## src/rtl/stream_mux_pkg.sv

```systemverilog
// -----------------------------------------------------------------------------
// stream_mux_pkg
// Shared definitions for the stream multiplexer:
//   MODE_FIXED / MODE_RR  - values of the stream_mux `mode` input
//   MIN_CHANNELS / MAX_CHANNELS - supported channel-count range
//   IDX_W                 - index width able to address MAX_CHANNELS
//   onehot_to_idx()       - converts a one-hot vector (zero-padded to
//                           MAX_CHANNELS) into the index of its set bit
// -----------------------------------------------------------------------------
package stream_mux_pkg;

    localparam logic MODE_FIXED = 1'b0;
    localparam logic MODE_RR    = 1'b1;

    localparam int MIN_CHANNELS = 2;
    localparam int MAX_CHANNELS = 16;
    localparam int IDX_W        = $clog2(MAX_CHANNELS);

    // OR-of-indices form: for a true one-hot input this is the index of the
    // set bit, and it maps to a shallow OR tree rather than a priority chain.
    function automatic logic [IDX_W-1:0] onehot_to_idx(input logic [MAX_CHANNELS-1:0] onehot);
        logic [IDX_W-1:0] idx;
        idx = '0;
        for (int i = 0; i < MAX_CHANNELS; i++) begin
            if (onehot[i]) begin
                idx = idx | IDX_W'(i);
            end
        end
        return idx;
    endfunction

endpackage

```

## src/rtl/stream_mux_rr_arbiter.sv

```systemverilog
// -----------------------------------------------------------------------------
// rr_arbiter
// Purely combinational rotate-priority arbiter. The highest priority belongs
// to channel `ptr`, then ptr+1, ... wrapping modulo CHANNELS.
// Ports:
//   req   [CHANNELS] in  - request vector
//   ptr   [SEL_W]    in  - channel holding highest priority (< CHANNELS)
//   grant [CHANNELS] out - one-hot grant, all zero when req is zero
// -----------------------------------------------------------------------------
module rr_arbiter
    import stream_mux_pkg::*;
#(
    parameter int CHANNELS = 4,
    parameter int SEL_W    = $clog2(CHANNELS)
) (
    input  logic [CHANNELS-1:0] req,
    input  logic [SEL_W-1:0]    ptr,
    output logic [CHANNELS-1:0] grant
);

    // Two passes: first the channels at or above ptr, then the wrapped-around
    // channels below ptr. The second pass only fires when the first found
    // nothing, which is exactly the modulo search order.
    always_comb begin
        logic found;
        grant = '0;
        found = 1'b0;
        for (int i = 0; i < CHANNELS; i++) begin
            if (!found && req[i] && (i >= int'(ptr))) begin
                grant[i] = 1'b1;
                found    = 1'b1;
            end
        end
        for (int i = 0; i < CHANNELS; i++) begin
            if (!found && req[i]) begin
                grant[i] = 1'b1;
                found    = 1'b1;
            end
        end
    end

endmodule

```

## src/rtl/stream_mux.sv

```systemverilog
// -----------------------------------------------------------------------------
// stream_mux
// N-channel valid/ready stream multiplexer with a single registered output
// stage. The source channel is chosen either by an external select (mode=0)
// or by fair round-robin arbitration (mode=1).
//
// Optional build macro STREAM_MUX_LOCK_EN: packet lock. Once a beat with
// in_last=0 is accepted, grant stays on that channel until its in_last=1 beat.
// Without the macro in_last is ignored and arbitration is per beat.
//
// Ports:
//   clk        in  - rising-edge clock
//   rst        in  - synchronous active-high reset
//   mode       in  - 0 fixed select, 1 round-robin
//   sel        in  [SEL_W]          - channel index in fixed mode
//   in_valid   in  [CHANNELS]       - per-channel valid
//   in_data    in  [CHANNELS*WIDTH] - channel i at [i*WIDTH +: WIDTH]
//   in_last    in  [CHANNELS]       - end-of-packet (lock build only)
//   in_ready   out [CHANNELS]       - per-channel accept (combinational)
//   out_valid  out                  - output register holds a beat
//   out_data   out [WIDTH]          - registered data
//   out_sel    out [SEL_W]          - channel that supplied out_data
//   out_ready  in                   - consumer accept
// -----------------------------------------------------------------------------
module stream_mux
    import stream_mux_pkg::*;
#(
    parameter int WIDTH    = 8,
    parameter int CHANNELS = 4,
    parameter int SEL_W    = $clog2(CHANNELS)
) (
    input  logic                      clk,
    input  logic                      rst,
    input  logic                      mode,
    input  logic [SEL_W-1:0]          sel,
    input  logic [CHANNELS-1:0]       in_valid,
    input  logic [CHANNELS*WIDTH-1:0] in_data,
    input  logic [CHANNELS-1:0]       in_last,
    output logic [CHANNELS-1:0]       in_ready,
    output logic                      out_valid,
    output logic [WIDTH-1:0]          out_data,
    output logic [SEL_W-1:0]          out_sel,
    input  logic                      out_ready
);

    // ------------------------------------------------------------------
    // State
    // ------------------------------------------------------------------
    logic             out_valid_q, out_valid_d;
    logic [WIDTH-1:0] out_data_q,  out_data_d;
    logic [SEL_W-1:0] out_sel_q,   out_sel_d;
    logic [SEL_W-1:0] ptr_q,       ptr_d;

    // ------------------------------------------------------------------
    // Grant generation
    // ------------------------------------------------------------------
    logic                load;
    logic [CHANNELS-1:0] grant_fixed;
    logic [CHANNELS-1:0] grant_rr;
    logic [CHANNELS-1:0] grant_mode;
    logic [CHANNELS-1:0] grant;
    logic [CHANNELS-1:0] xfer_vec;
    logic                xfer;
    logic [SEL_W-1:0]    xfer_idx;
    logic [SEL_W-1:0]    xfer_idx_inc;
    logic                last_beat;

    // The register may take a new beat when it is empty or draining this cycle.
    assign load = !out_valid_q || out_ready;

    // An out-of-range sel matches no genvar, so it yields no grant.
    generate
        for (genvar gi = 0; gi < CHANNELS; gi++) begin : g_fixed
            assign grant_fixed[gi] = (sel == SEL_W'(gi)) && in_valid[gi];
        end
    endgenerate

    rr_arbiter #(
        .CHANNELS (CHANNELS),
        .SEL_W    (SEL_W)
    ) u_rr_arbiter (
        .req   (in_valid),
        .ptr   (ptr_q),
        .grant (grant_rr)
    );

    assign grant_mode = (mode == MODE_RR) ? grant_rr : grant_fixed;

`ifdef STREAM_MUX_LOCK_EN
    logic             lock_q,     lock_d;
    logic [SEL_W-1:0] lock_idx_q, lock_idx_d;
    logic [CHANNELS-1:0] grant_lock;

    // While locked, only the locked channel may be granted; if it is idle
    // nobody else gets through.
    generate
        for (genvar gi = 0; gi < CHANNELS; gi++) begin : g_lock
            assign grant_lock[gi] = (lock_idx_q == SEL_W'(gi)) && in_valid[gi];
        end
    endgenerate

    assign grant     = lock_q ? grant_lock : grant_mode;
    assign last_beat = |(xfer_vec & in_last);

    always_comb begin
        lock_d     = lock_q;
        lock_idx_d = lock_idx_q;
        if (xfer) begin
            lock_d     = !last_beat;
            lock_idx_d = xfer_idx;
        end
    end

    always_ff @(posedge clk) begin
        if (rst) begin
            lock_q     <= 1'b0;
            lock_idx_q <= '0;
        end else begin
            lock_q     <= lock_d;
            lock_idx_q <= lock_idx_d;
        end
    end
`else
    logic unused_in_last;

    assign grant          = grant_mode;
    assign last_beat      = 1'b1;
    assign unused_in_last = ^in_last;
`endif

    // Gating with rst keeps producers from seeing a phantom accept while the
    // register is being cleared.
    assign in_ready = grant & {CHANNELS{load && !rst}};
    assign xfer_vec = in_ready & in_valid;
    assign xfer     = |xfer_vec;
    assign xfer_idx = SEL_W'(onehot_to_idx(MAX_CHANNELS'(xfer_vec)));

    assign xfer_idx_inc = (xfer_idx == SEL_W'(CHANNELS - 1)) ? '0 : xfer_idx + 1'b1;

    // ------------------------------------------------------------------
    // Data path: AND-OR mux driven by the one-hot transfer vector
    // ------------------------------------------------------------------
    logic [WIDTH-1:0] slice_masked [CHANNELS];
    logic [WIDTH-1:0] mux_data;

    generate
        for (genvar gi = 0; gi < CHANNELS; gi++) begin : g_slice
            assign slice_masked[gi] = in_data[gi*WIDTH +: WIDTH] & {WIDTH{xfer_vec[gi]}};
        end
    endgenerate

    always_comb begin
        mux_data = '0;
        for (int i = 0; i < CHANNELS; i++) begin
            mux_data = mux_data | slice_masked[i];
        end
    end

    // ------------------------------------------------------------------
    // Next-state logic
    // ------------------------------------------------------------------
    always_comb begin
        out_valid_d = out_valid_q;
        out_data_d  = out_data_q;
        out_sel_d   = out_sel_q;
        ptr_d       = ptr_q;

        if (load) begin
            out_valid_d = xfer;
        end
        if (xfer) begin
            out_data_d = mux_data;
            out_sel_d  = xfer_idx;
        end
        // Fairness pointer moves only for round-robin transfers, and in the
        // lock build only once the packet has finished.
        if (xfer && (mode == MODE_RR) && last_beat) begin
            ptr_d = xfer_idx_inc;
        end
    end

    always_ff @(posedge clk) begin
        if (rst) begin
            out_valid_q <= 1'b0;
            out_data_q  <= '0;
            out_sel_q   <= '0;
            ptr_q       <= '0;
        end else begin
            out_valid_q <= out_valid_d;
            out_data_q  <= out_data_d;
            out_sel_q   <= out_sel_d;
            ptr_q       <= ptr_d;
        end
    end

    assign out_valid = out_valid_q;
    assign out_data  = out_data_q;
    assign out_sel   = out_sel_q;

endmodule

```

## config.mk

```make
export PLATFORM = sky130hd
export DESIGN_NAME = stream_mux
export DESIGN_NICKNAME = d
export VERILOG_FILES = /design/src/rtl/stream_mux_pkg.sv /design/src/rtl/stream_mux_rr_arbiter.sv /design/src/rtl/stream_mux.sv
export SDC_FILE = /design/constraint.sdc
export NUM_CORES = 1
export LEC_CHECK = 0
export CAP_MARGIN = 30
export CORE_MARGIN = 2
export CORE_UTILIZATION = 25
export CTS_BUF_LIST = sky130_fd_sc_hd__clkbuf_8
export DETAILED_ROUTE_END_ITERATION = 10
export HOLD_SLACK_MARGIN = 0.1
export PLACE_DENSITY = 0.66
export SLEW_MARGIN = 20
export SYNTH_ARGS = -nofsm -noshare
export SYNTH_HDL_FRONTEND = slang
export SYNTH_SLANG_ARGS = --single-unit
```

## constraint.sdc

```tcl
create_clock -name clk -period 2.05 [get_ports clk]
set_clock_uncertainty 0.15 [all_clocks]
set_input_delay 0.41 -clock clk [delete_from_list [all_inputs] [get_ports clk]]
set_output_delay 0.41 -clock clk [all_outputs]
set_load 0.01 [all_outputs]
```

# == Word level (Yosys, flattened, before mapping) ==
# Cells that the tools add are included.
# word_totals
register_bits,13
elab_cells,68
# classes
addsub,1
n_lt_le_gt_ge,3
n_eq_ne,4
n_mux,19
bitwise_logic,9
n_reduce_logical,28
# ops
op,n
8-bit AND,4
8-bit OR,3
1-bit logical AND,16
1-bit two-way mux,15
1-bit logical NOT,9
4-bit AND,2
"2-bit == test, second input constant",3
2-bit two-way mux,3
"1-bit by 2-bit >= comparator with 1-bit output, first input constant",2
4-bit two-way mux,1
4-bit OR reduction,1
"2-bit by 1-bit adder with 2-bit output, second input constant",1
"2-bit by 1-bit == test with 1-bit output, second input constant",1
"2-bit >= comparator, first input constant",1
2-bit logical NOT,1
1-bit logical OR,1

# == Logic depth before layout (Yosys ltp) ==
# Gate-level depths: netlist of the first run.
# depth
word_depth,34
depth_mapped,9

# == Hierarchy ==
# A second synthesis of the first run with hierarchy kept.
# hier_totals
cells_unflattened,110
area_unflattened_um2,934.6
# modules_own_cells
module,instances,cells_each,area_each_um2
stream_mux,1,94,827.0
rr_arbiter,1,16,107.6

# == Worst setup path after synthesis of the first run ==
# OpenSTA, ideal clock, no wires.
# synth_timing
path_type,input-to-reg
from,input port mode
to,register out_sel_q[1] (netlist: out_sel[1])
setup_time_ps,128
arrival_time_ps,1823
required_time_ps,1772
setup_slack_ps,-51
stages,8
path_cell_list,buf_2 inv_2 a21oi_1 a2111oi_2 buf_2 nor2_1 a311oi_1 nor2_1
# synth_via
elab_chain_len,5
# synth_rtl
item,line_no,source
from (decl),stream_mux.sv:34,"input logic mode,"
4-bit two-way mux *,stream_mux.sv:87,assign grant_mode = (mode == MODE_RR) ? grant_rr : grant_fixed;
4-bit AND *,stream_mux.sv:133,assign in_ready = grant & {CHANNELS{load && !rst}};
via in_ready[2],stream_mux.sv:39,"output logic [CHANNELS-1:0] in_ready,"
4-bit AND *,stream_mux.sv:134,assign xfer_vec = in_ready & in_valid;
2-bit two-way mux (2 in series),stream_mux_pkg.sv:25,if (onehot[i]) begin
to (signal assigned),stream_mux.sv:191,out_sel_q <= out_sel_d;
to (decl),stream_mux.sv:51,"logic [SEL_W-1:0] out_sel_q, out_sel_d;"
# The timed path passes the listed nets; every way through them passes the cells marked *.
# A chain may end at the register's enable or synchronous reset.

# == Worst setup path in the final report of the first run ==
# layout_timing
from,input port out_ready
to,register out_data_q[6] (netlist: out_data[6])
# layout_via
elab_chain_len,8
# layout_rtl
item,line_no,source
from (decl),stream_mux.sv:43,input logic out_ready
1-bit logical OR *,stream_mux.sv:69,assign load = !out_valid_q || out_ready;
1-bit logical AND *,stream_mux.sv:133,
4-bit AND *,stream_mux.sv:133,
4-bit AND *,stream_mux.sv:134,
8-bit AND,stream_mux.sv:148,assign slice_masked[gi] = in_data[gi*WIDTH +: WIDTH] & {WIDTH{xfer_vec[gi]}};
8-bit OR (3 in series),stream_mux.sv:155,mux_data = mux_data | slice_masked[i];
to (signal assigned),stream_mux.sv:190,out_data_q <= out_data_d;
to (decl),stream_mux.sv:50,"logic [WIDTH-1:0] out_data_q, out_data_d;"
# Every way passes the cells marked *; elsewhere a longest branch is shown, timed or not.

==> key figures, run 1 <==
Detailed routing
  • WL per Instance: 15.57 um
  • DRT Pass-1 Iters: 4
  • DR vias: 1170
  • Drt drc: 0
  • Starting DRT DRC Count: 37
  • Vias per cell: 5.132
  • Routed WL: 3.550 mm
  • Routed Antenna Nets: 0

Synth
  • Cells after synthesis: 101
  • Post-synthesis register bit count: 13
  • Mapped Avg Cell Area: 7.805 um2
  • Most used DFF post-synth: dfxtp_1
  • Synthesized area: 788.3 um2
  • Syn_nets: 147
  • Ys async rst share: 0%
  • YS warnings: 0
  • EDFF count, synth: 0
  • Seq/Total Area, Yosys: 33.02%
  • Area leader, netlist: dfxtp_1
  • Synth area leaders: dfxtp_1 (33%), a311oi_1 (11%), a222oi_1 (10%)
  • Proportion of netlist area held by the largest area contributor: 33.02%
  • Unique cell type count in the Yosys netlist: 27

STA
  • Setup-failing EPs final: 8
  • Fin. max-slew vios: 0
  • Slew HR: 72.26%
  • Hold Vio Cnt, Final: 0
  • Crit share post-route: 102.7%
  • Hold Slack: 0.3525 ns
  • Setup WS post-layout: -0.05577 ns
  • Actual slew at the worst max-slew pin: 0.4162 ns
  • Final min period: 2.106 ns
  • Fmax: 474.9 MHz
  • RSZ-0062 raised after global routing: yes

GRT
  • Met1 Usage GRT: 24.03%
  • Tot GR Track Use: 19.57%
  • Number of global-route vias before repair: 1184
  • Total grt overflow: 0
  • Initial antenna violation count: 0
  • Largest net degree at the start of global routing: 14
  • GR Layer Usage met3: 5.195%
  • Busiest grt layer: met2
  • First-pass GRT wire length: 5.250 mm
  • M2 GR Usage: 33.23%

Finish
  • Antenna diode count: 0
  • Share of cells above drive strength 1: 49.46%
  • Syn-to-layout area delta: 140.5%
  • Sequential standard cell area: 265.3 um2
  • Number of fill cells: 260
  • Area of the multi-input gates: 706.9 um2
  • Final Non-Filler Cells: 228
  • Final nets: 231

CTS
  • TritonCTS Sinks: 13
  • Clk buf depth: 2
  • Num CTS Buffers: 3
  • H-tree levels: 1
  • Clock Latency Late Sink: 0.24 ns
  • CTS tree: done
  • Worst-path clk slew: 0.05 ns
  • Root Buffer: clkbuf_8

Floorplan
  • Die X: 60.15 um
  • Die Height: 60.15 um
  • Num ports: 61
  • Core region area: 3028 um2
  • Die area: 3618 um2
  • Initial Utilization: 26.03%
  • # rows: 20

Pwr
  • PD cells: 522.5 nW/um2
  • Cell internal pwr: 0.6769 mW
  • Pleak: 0.7105 nW
  • Combinational share of power: 46.3%
  • Clk pwr share: 22.5%
  • Maximum vdd drop: 0.2551 mV
  • Sequential Power Share: 31.2%
  • Sw Share: 31.66%
  • Sw power: 0.3135 mW

Setup path
  • CP endpoint kind: flip-flop
  • CP max FO: 8
  • R2R cell count: 8
  • Crit path kind: primary input to flip-flop
  • R2r endpoint: out_data[6]
  • Req. time, crit path: 2.00 ns
  • Reg2reg start: ptr_q[1]
  • Critical path startpoint category: primary input
  • CP arrival: 2.05 ns
  • R2r setup slk: -0.04 ns

Job
  • Max-cap violations: 0

Placement
  • Final GP Congestion: 0.8366
  • IO Port Bufs: 56
  • Placed cell count: 211
  • HPWL after DPL: 2.306 mm

Status
  • Status: finished, violations left
  • Failing checks: negative setup slack

Min path
  • Hold Path Sink: ptr_q[1]
  • Hold depth: 2
  • Class of the worst hold path: flip-flop to flip-flop
  • HP Start: ptr_q[1]
-- critical path: stages --
cell and delay [ns]:
clkdlybuf4s15_1 0.16, nand2b_4 0.14, buf_4 0.14, nand2_4 0.09, a311oi_4 0.06, buf_4 0.17, or4_4 0.55, buf_12 0.18
nor2_2 0.10, a311oi_2 0.06
-- power by group through the flow --
stage,clock network [mW],registers [mW],logic [mW]
after CTS,0.227,0.303,0.399
final,0.223,0.309,0.458
after floorplan,0,0.315,0.130
after global routing,0.236,0.312,0.486
after detailed placement,0,0.305,0.329
after global placement,0,0.303,0.324
-- how the worst max path moves through the flow --
stage / slack [ns] / end / start
after floorplan: 0.003 / out_data[0] / mode
after global placement: -0.74 / in_ready[1] / in_valid[0]
after detailed placement: -0.77 / in_ready[1] / in_valid[1]
after CTS: -0.04 / out_data[6] / ptr_q[1]
after global routing: -0.1 / out_data[6] / ptr_q[1]
final: -0.06 / out_data[6] / out_ready
-- kinds of logic (layout without fill, tap and decap cells) --
kind of cell / after synthesis / count (layout) / share of synthesized area [%]
AO/OA/AOI/OAI: 39 / 39 / 38.89
flip-flops: 13 / 13 / 33.02
buffers and inverters: 15 / 98 / 9.206
AND/OR/NAND/NOR: 34 / 34 / 18.89
-- placed cells by master (no fill, tap or decap), drive strengths merged --
master,n
o311ai,1
clkdlybuf4s15,2
o211ai,1
buf,38
o21a,1
nand2b,3
inv,7
a2111oi,1
clkbuf,7
dlygate4sd2,1
o21ai,5
a31oi,2
clkdlybuf4s50,43
a211oi,2
nor2,16
a311oi,10
nand3b,1
a21oi,6
a221oi,1
or2,1
nor3,1
o2111ai,1
dfxtp,13
nor4,1
nand2,10
or4,1
a222oi,8
-- through the flow --
stage | total power, mW | area (um2) | TNS [ns] | setup slack [ns] | util [%]
6_report | 0.9904 | 1896 | -0.2269 | -0.05577 | 62.60
5_1_grt | 1.034 | 1896 | -0.8149 | -0.09855 | 62.60
4_1_cts | 0.9286 | 1767 | -0.1117 | -0.04058 | 58.35
3_5_place_dp | 0.6338 | 1525 | -10.87 | -0.7744 | 50.37
3_3_place_gp | 0.6276 | 1525 | -10.13 | -0.7371 | 50.37
2_1_floorplan | 0.4444 | 815.8 | 0 | 0.003182 | -
-- sequential cells by signal (all words and copies together), names as in the netlist --
signal and count:
out_data 8, out_sel 2, out_valid 1, ptr_q 2
-- cell type report --
type	instances	area share (%)
clock buffer	3	2.178
inverter	6	1.188
tap	44	2.904
timing repair buffer	88	42.24
multi-input combinational	73	37.29
clock inverter	1	0.1980
sequential	13	13.99
-- routing by layer --
metal  wire, um  up-vias
met2       1789       43
li1           -      564
met1       1454      559
met5          0        -
met3        290        4
met4         15        0
-- cell usage after synthesis (3+ instances only) --
library cell and number:
nor2_1 16, dfxtp_1 13, a311oi_1 10, nand2_1 10
a222oi_1 8, a21oi_1 6, inv_1 5, o21ai_0 5
buf_2 4, clkbuf_1 3, nand2b_1 3
-- repair_timing --
| action | CTS | global route |
|---|---|---|
| hold endpoints to repair | 0 | 0 |
| pin swaps | 11 | 12 |
| setup buffers | 11 | 3 |
| hold buffers | 0 | 0 |
| gates cloned | 1 | 0 |
| setup endpoints to repair | 17 | 15 |
| resized for setup | 77 | 32 |
No activity file was read; power rests on OpenSTA's default activity.
==> run 2, diff against run 1 <==
- CORE_MARGIN: 2 -> 3
==> run 2 against run 1 <==
  * The flow still finishes with violations (negative setup slack)
  * Total power hardly changed
  * Wire length is 8.0% higher
  * Clock-buffer cell count unchanged
  * Critical path type is now flip-flop to flip-flop
==> key figures, run 2 (synthesis results as in run 1) <==
Placement
  • Final GP Congestion: 0.9783
  • HPWL after DPL: 2.706 mm
  • Pre-CTS setup slack: -0.7973 ns
  • Post-Place Cell Area: 1577 um2
  • IO Port Bufs: 56

STA
  • Crit share post-route: 103.8%
  • Final TNS setup: -0.4760 ns
  • Fmax: 469.7 MHz
  • Setup-failing EPs final: 11
  • Hold Vio Cnt, Final: 0
  • Final min period: 2.129 ns
  • Hold Slack: 0.3506 ns
  • RSZ-0062 raised after global routing: yes
  • Setup WS post-layout: -0.07891 ns
  • Slew HR: 71.84%
  • Actual slew at the worst max-slew pin: 0.4224 ns
  • Fin. max-slew vios: 0

Floorplan
  • Core region area: 2877 um2
  • Die Height: 62.15 um
  • Die X: 62.15 um
  • Initial Utilization: 27.40%
  • # rows: 19
  • Num ports: 61
  • Die area: 3863 um2

GRT
  • First-pass GRT wire length: 5.844 mm
  • Number of global-route vias before repair: 1267
  • Tot GR Track Use: 18.71%
  • Largest net degree at the start of global routing: 14
  • Total grt overflow: 0
  • Initial antenna violation count: 0

Finish
  • Max reg flops: 8
  • Antenna diode count: 0
  • Final nets: 231
  • Commonest non-fill, non-tap cell in the layout: clkdlybuf4s50_1
  • Design area: 1923 um2
  • Most frequent cells in the layout: clkdlybuf4s50_1 (43), buf_4 (23), dfxtp_1 (11)
  • Layout Utilization: 66.86%
  • Share of cells above drive strength 1: 50.54%
  • Syn-to-layout area delta: 144.0%

Status
  • Failing checks: negative setup slack
  • Status: finished, violations left

Min path
  • Class of the worst hold path: flip-flop to flip-flop

CTS
  • CTS tree: done
  • TritonCTS Sinks: 13
  • Clk buf depth: 2
  • Worst-path clk slew: 0.06 ns
  • Clock Latency Late Sink: 0.24 ns
  • Num CTS Buffers: 3
  • Root Buffer: clkbuf_8
  • Hold-fix buffers, CTS: 0
  • H-tree levels: 1

Setup path
  • CP endpoint kind: flip-flop
  • Req. time, crit path: 2.00 ns
  • CP arrival: 2.08 ns
  • Crit path kind: flip-flop to flip-flop
  • Critical path startpoint category: flip-flop
  • CP max FO: 8

Detailed routing
  • Drt drc: 0
  • DR vias: 1188
  • Routed Antenna Nets: 0
  • Starting DRT DRC Count: 47
  • DRT Pass-1 Iters: 4
  • Routed WL: 3.835 mm
  • Vias per cell: 5.257
  • WL per Instance: 16.97 um

Job
  • Max-cap violations: 0

Pwr
  • Pleak: 0.7095 nW
  • PD cells: 515.0 nW/um2
  • Maximum vdd drop: 0.3956 mV
==> run 2: cell types whose count changed in the layout (fill, tap and decap cells not counted), moves of 2 or more <==
| cell | before | now |
|---|---|---|
| buf_6 | 5 | 9 |
| nor2_2 | 6 | 9 |
| a211oi_2 | 2 | 0 |
| a211oi_4 | 0 | 2 |
| a21oi_2 | 3 | 1 |
| buf_4 | 25 | 23 |
| clkbuf_2 | 3 | 1 |
| nor2_1 | 6 | 4 |
==> run 2: area by class of cell <==
class	instances	area [um2]
Clock inverter	1	5.005
Clock buffer	3	41.29
Sequential cell	13	267.8
Tap cell	42	52.55
Multi-Input combinational cell	73	720.7
Fill cell	246	953.4
Inverter	6	22.52
Timing Repair Buffer	88	813.3
==> run 2: path summary, 6_finish.rpt <==
| check | startpoint | depth (start not counted) | slack, ns | to |
|---|---|---|---|---|
| max reg2reg | ptr_q[1] | 9 | -0.08 | out_data[4] |
| max | ptr_q[1] | 9 | -0.08 | out_data[4] |
| min | out_data[5] | 2 | 0.35 | out_data[5] |
| min reg2reg | out_data[5] | 2 | 0.35 | out_data[5] |
==> run 2: power breakdown <==
group	total [mW]	switching, mW	leakage, nW	internal [mW]
Clock	0.229	0.0952	0.0255	0.134
Sequential	0.307	0.0247	0.109	0.282
Combinational	0.454	0.198	0.575	0.256
==> run 2: repair_timing <==
item,CTS,global route
buffers inserted,8,1
gates resized for setup,82,32
setup endpoints to repair,17,15
pin swaps,15,13
==> run 2: worst max-delay path: stages (launching register included) <==
cell,delay (ns)
dfxtp_4,0.36
buf_6,0.13
buf_6,0.11
a21oi_4,0.16
a2111oi_4,0.10
buf_6,0.14
or4_4,0.51
buf_8,0.17
nor2_2,0.10
a311oi_2,0.06
==> run 2: layer usage <==
layer / GRT usage (%) / vias to the layer above / wire [um]
li1: - / 558 / -
met1: 20.70 / 565 / 1463
met2: 34.01 / 57 / 2004
met3: 6.667 / 8 / 311
met4: 4.420 / 0 / 55
met5: 0 / - / 0
==> run 2: metrics by stage <==
stage                     std cells  total power, mW
after CTS                       227           0.9403
after floorplan                 101           0.4444
after detailed placement        217           0.6514
after global routing            226            1.044
after global placement          217           0.6476
final                           226           0.9904
==> run 3, diff against run 2 <==
- GPL_ROUTABILITY_DRIVEN: default -> 0
- SETUP_SLACK_MARGIN: default -> 0.2
==> run 3 against run 2 <==
  * The run still ends with negative setup slack left
  * Global-route usage down 0.51 points
  * Combinational power shrank 5.1%
  * Largest cell class unchanged
  * Maximum frequency increased by 0.84%
  * Worst hold slack hardly changed
  * Critical endpoint is now out_data[7]
  * Final cell count is 2.7% lower
  * Clock-buffer cell count is the same
  * Critical path type unchanged
  * Sequential cell count is the same
  * Highest routed layer unchanged
==> key figures, run 3 (synthesis results as in run 1) <==
STA
  • Setup WS post-layout: -0.06114 ns
  • Hold Vio Cnt, Final: 0
  • Final min period: 2.111 ns
  • Fmax: 473.7 MHz
  • Slew HR: 75.44%
  • RSZ-0062 raised after global routing: yes
  • Final TNS setup: -0.4377 ns
  • Hold Slack: 0.3504 ns
  • Actual slew at the worst max-slew pin: 0.3684 ns
  • Fin. max-slew vios: 0
  • Setup-failing EPs final: 9
  • Crit share post-route: 103.0%

Detailed routing
  • Routed WL: 3.515 mm
  • Starting DRT DRC Count: 66
  • DRT Pass-1 Iters: 4
  • Vias per cell: 5.295
  • WL per Instance: 15.98 um
  • Routed Antenna Nets: 0
  • Drt drc: 0
  • DR vias: 1165

Pwr
  • Total power: 0.9687 mW
  • PD cells: 533.2 nW/um2
  • Pleak: 0.6776 nW
  • Maximum vdd drop: 0.3708 mV

Floorplan
  • # rows: 19
  • Die area: 3863 um2
  • Initial Utilization: 27.40%
  • Core region area: 2877 um2
  • Num ports: 61
  • Die Height: 62.15 um
  • Die X: 62.15 um

GRT
  • Initial antenna violation count: 0
  • Tot GR Track Use: 18.20%
  • Largest net degree at the start of global routing: 14
  • First-pass GRT wire length: 5.754 mm
  • Number of global-route vias before repair: 1280
  • Total grt overflow: 0

Setup path
  • R2R cell count: 7
  • Crit path kind: flip-flop to flip-flop
  • CP endpoint kind: flip-flop
  • CP max FO: 8
  • Req. time, crit path: 2.05 ns
  • CP arrival: 2.12 ns
  • Critical path startpoint category: flip-flop

Finish
  • Final nets: 225
  • Commonest non-fill, non-tap cell in the layout: clkdlybuf4s50_1
  • Final Non-Filler Cells: 220
  • Antenna diode count: 0
  • Design area: 1817 um2
  • Most frequent cells in the layout: clkdlybuf4s50_1 (43), buf_4 (18), dfxtp_1 (10), nand2_1 (9), buf_2 (9)
  • Max reg flops: 8
  • Share of cells above drive strength 1: 44.94%
  • Layout Utilization: 63.16%
  • Syn-to-layout area delta: 130.5%
  • Number of fill cells: 239

Status
  • Failing checks: negative setup slack
  • Status: finished, violations left

Placement
  • Post-Place Cell Area: 1505 um2
  • Placed cell count: 205
  • HPWL after DPL: 2.296 mm
  • Pre-CTS setup slack: -0.7268 ns
  • IO Port Bufs: 56

CTS
  • Clock Latency Late Sink: 0.24 ns
  • Worst-path clk slew: 0.06 ns
  • Num CTS Buffers: 3
  • CTS tree: done
  • Clk buf depth: 2
  • H-tree levels: 1
  • TritonCTS Sinks: 13
  • Root Buffer: clkbuf_8

Min path
  • Hold depth: 2
  • Class of the worst hold path: flip-flop to flip-flop

Job
  • Max-cap violations: 0
[run 3: final timing paths]
check / from / end / slack, ns
setup / recovery: ptr_q[1] / out_data[7] / -0.06
hold / removal: out_data[2] / out_data[2] / 0.35
setup reg to reg: ptr_q[1] / out_data[7] / -0.06
hold reg to reg: out_data[2] / out_data[2] / 0.35
[run 3: critical path, stage by stage (launching register included)]
cell and delay (ns):
dfxtp_4 0.36, buf_6 0.12, o311ai_4 0.22, nor4_2 0.10
buf_4 0.15, or4_4 0.54, buf_8 0.17, a311oi_2 0.20
[run 3: routing by layer]
metal	routed length, um	vias up	GRT usage [%]
met3	335	8	7.027
met4	71	0	9.669
met1	1391	548	18.12
li1	-	548	-
met5	0	-	0
met2	1717	61	32.53
[run 3: repair_timing]
| action | in CTS | in global routing |
|---|---|---|
| setup buffers | 9 | 0 |
| pin swaps | 13 | 4 |
| setup endpoints to repair | 17 | 18 |
| cloned | 2 | 0 |
| resized for setup | 91 | 7 |
| hold buffers | 0 | 0 |
| endpoints found under the hold margin | 0 | 0 |
[run 3: layout make-up]
type | instances | area, um2 | area share, %
Clock buffer | 3 | 41.29 | 2.273
Clock inverter | 1 | 3.754 | 0.2066
Inverter | 6 | 22.52 | 1.240
Multi-Input combinational cell | 73 | 658.1 | 36.23
Sequential cell | 13 | 269.0 | 14.81
Tap cell | 42 | 52.55 | 2.893
Timing Repair Buffer | 82 | 769.5 | 42.36
[run 3: where the power goes]
part           switching (mW)  internal (mW)
clock network          0.0987          0.132
registers              0.0242          0.283
logic                   0.182          0.249
total                   0.305          0.664
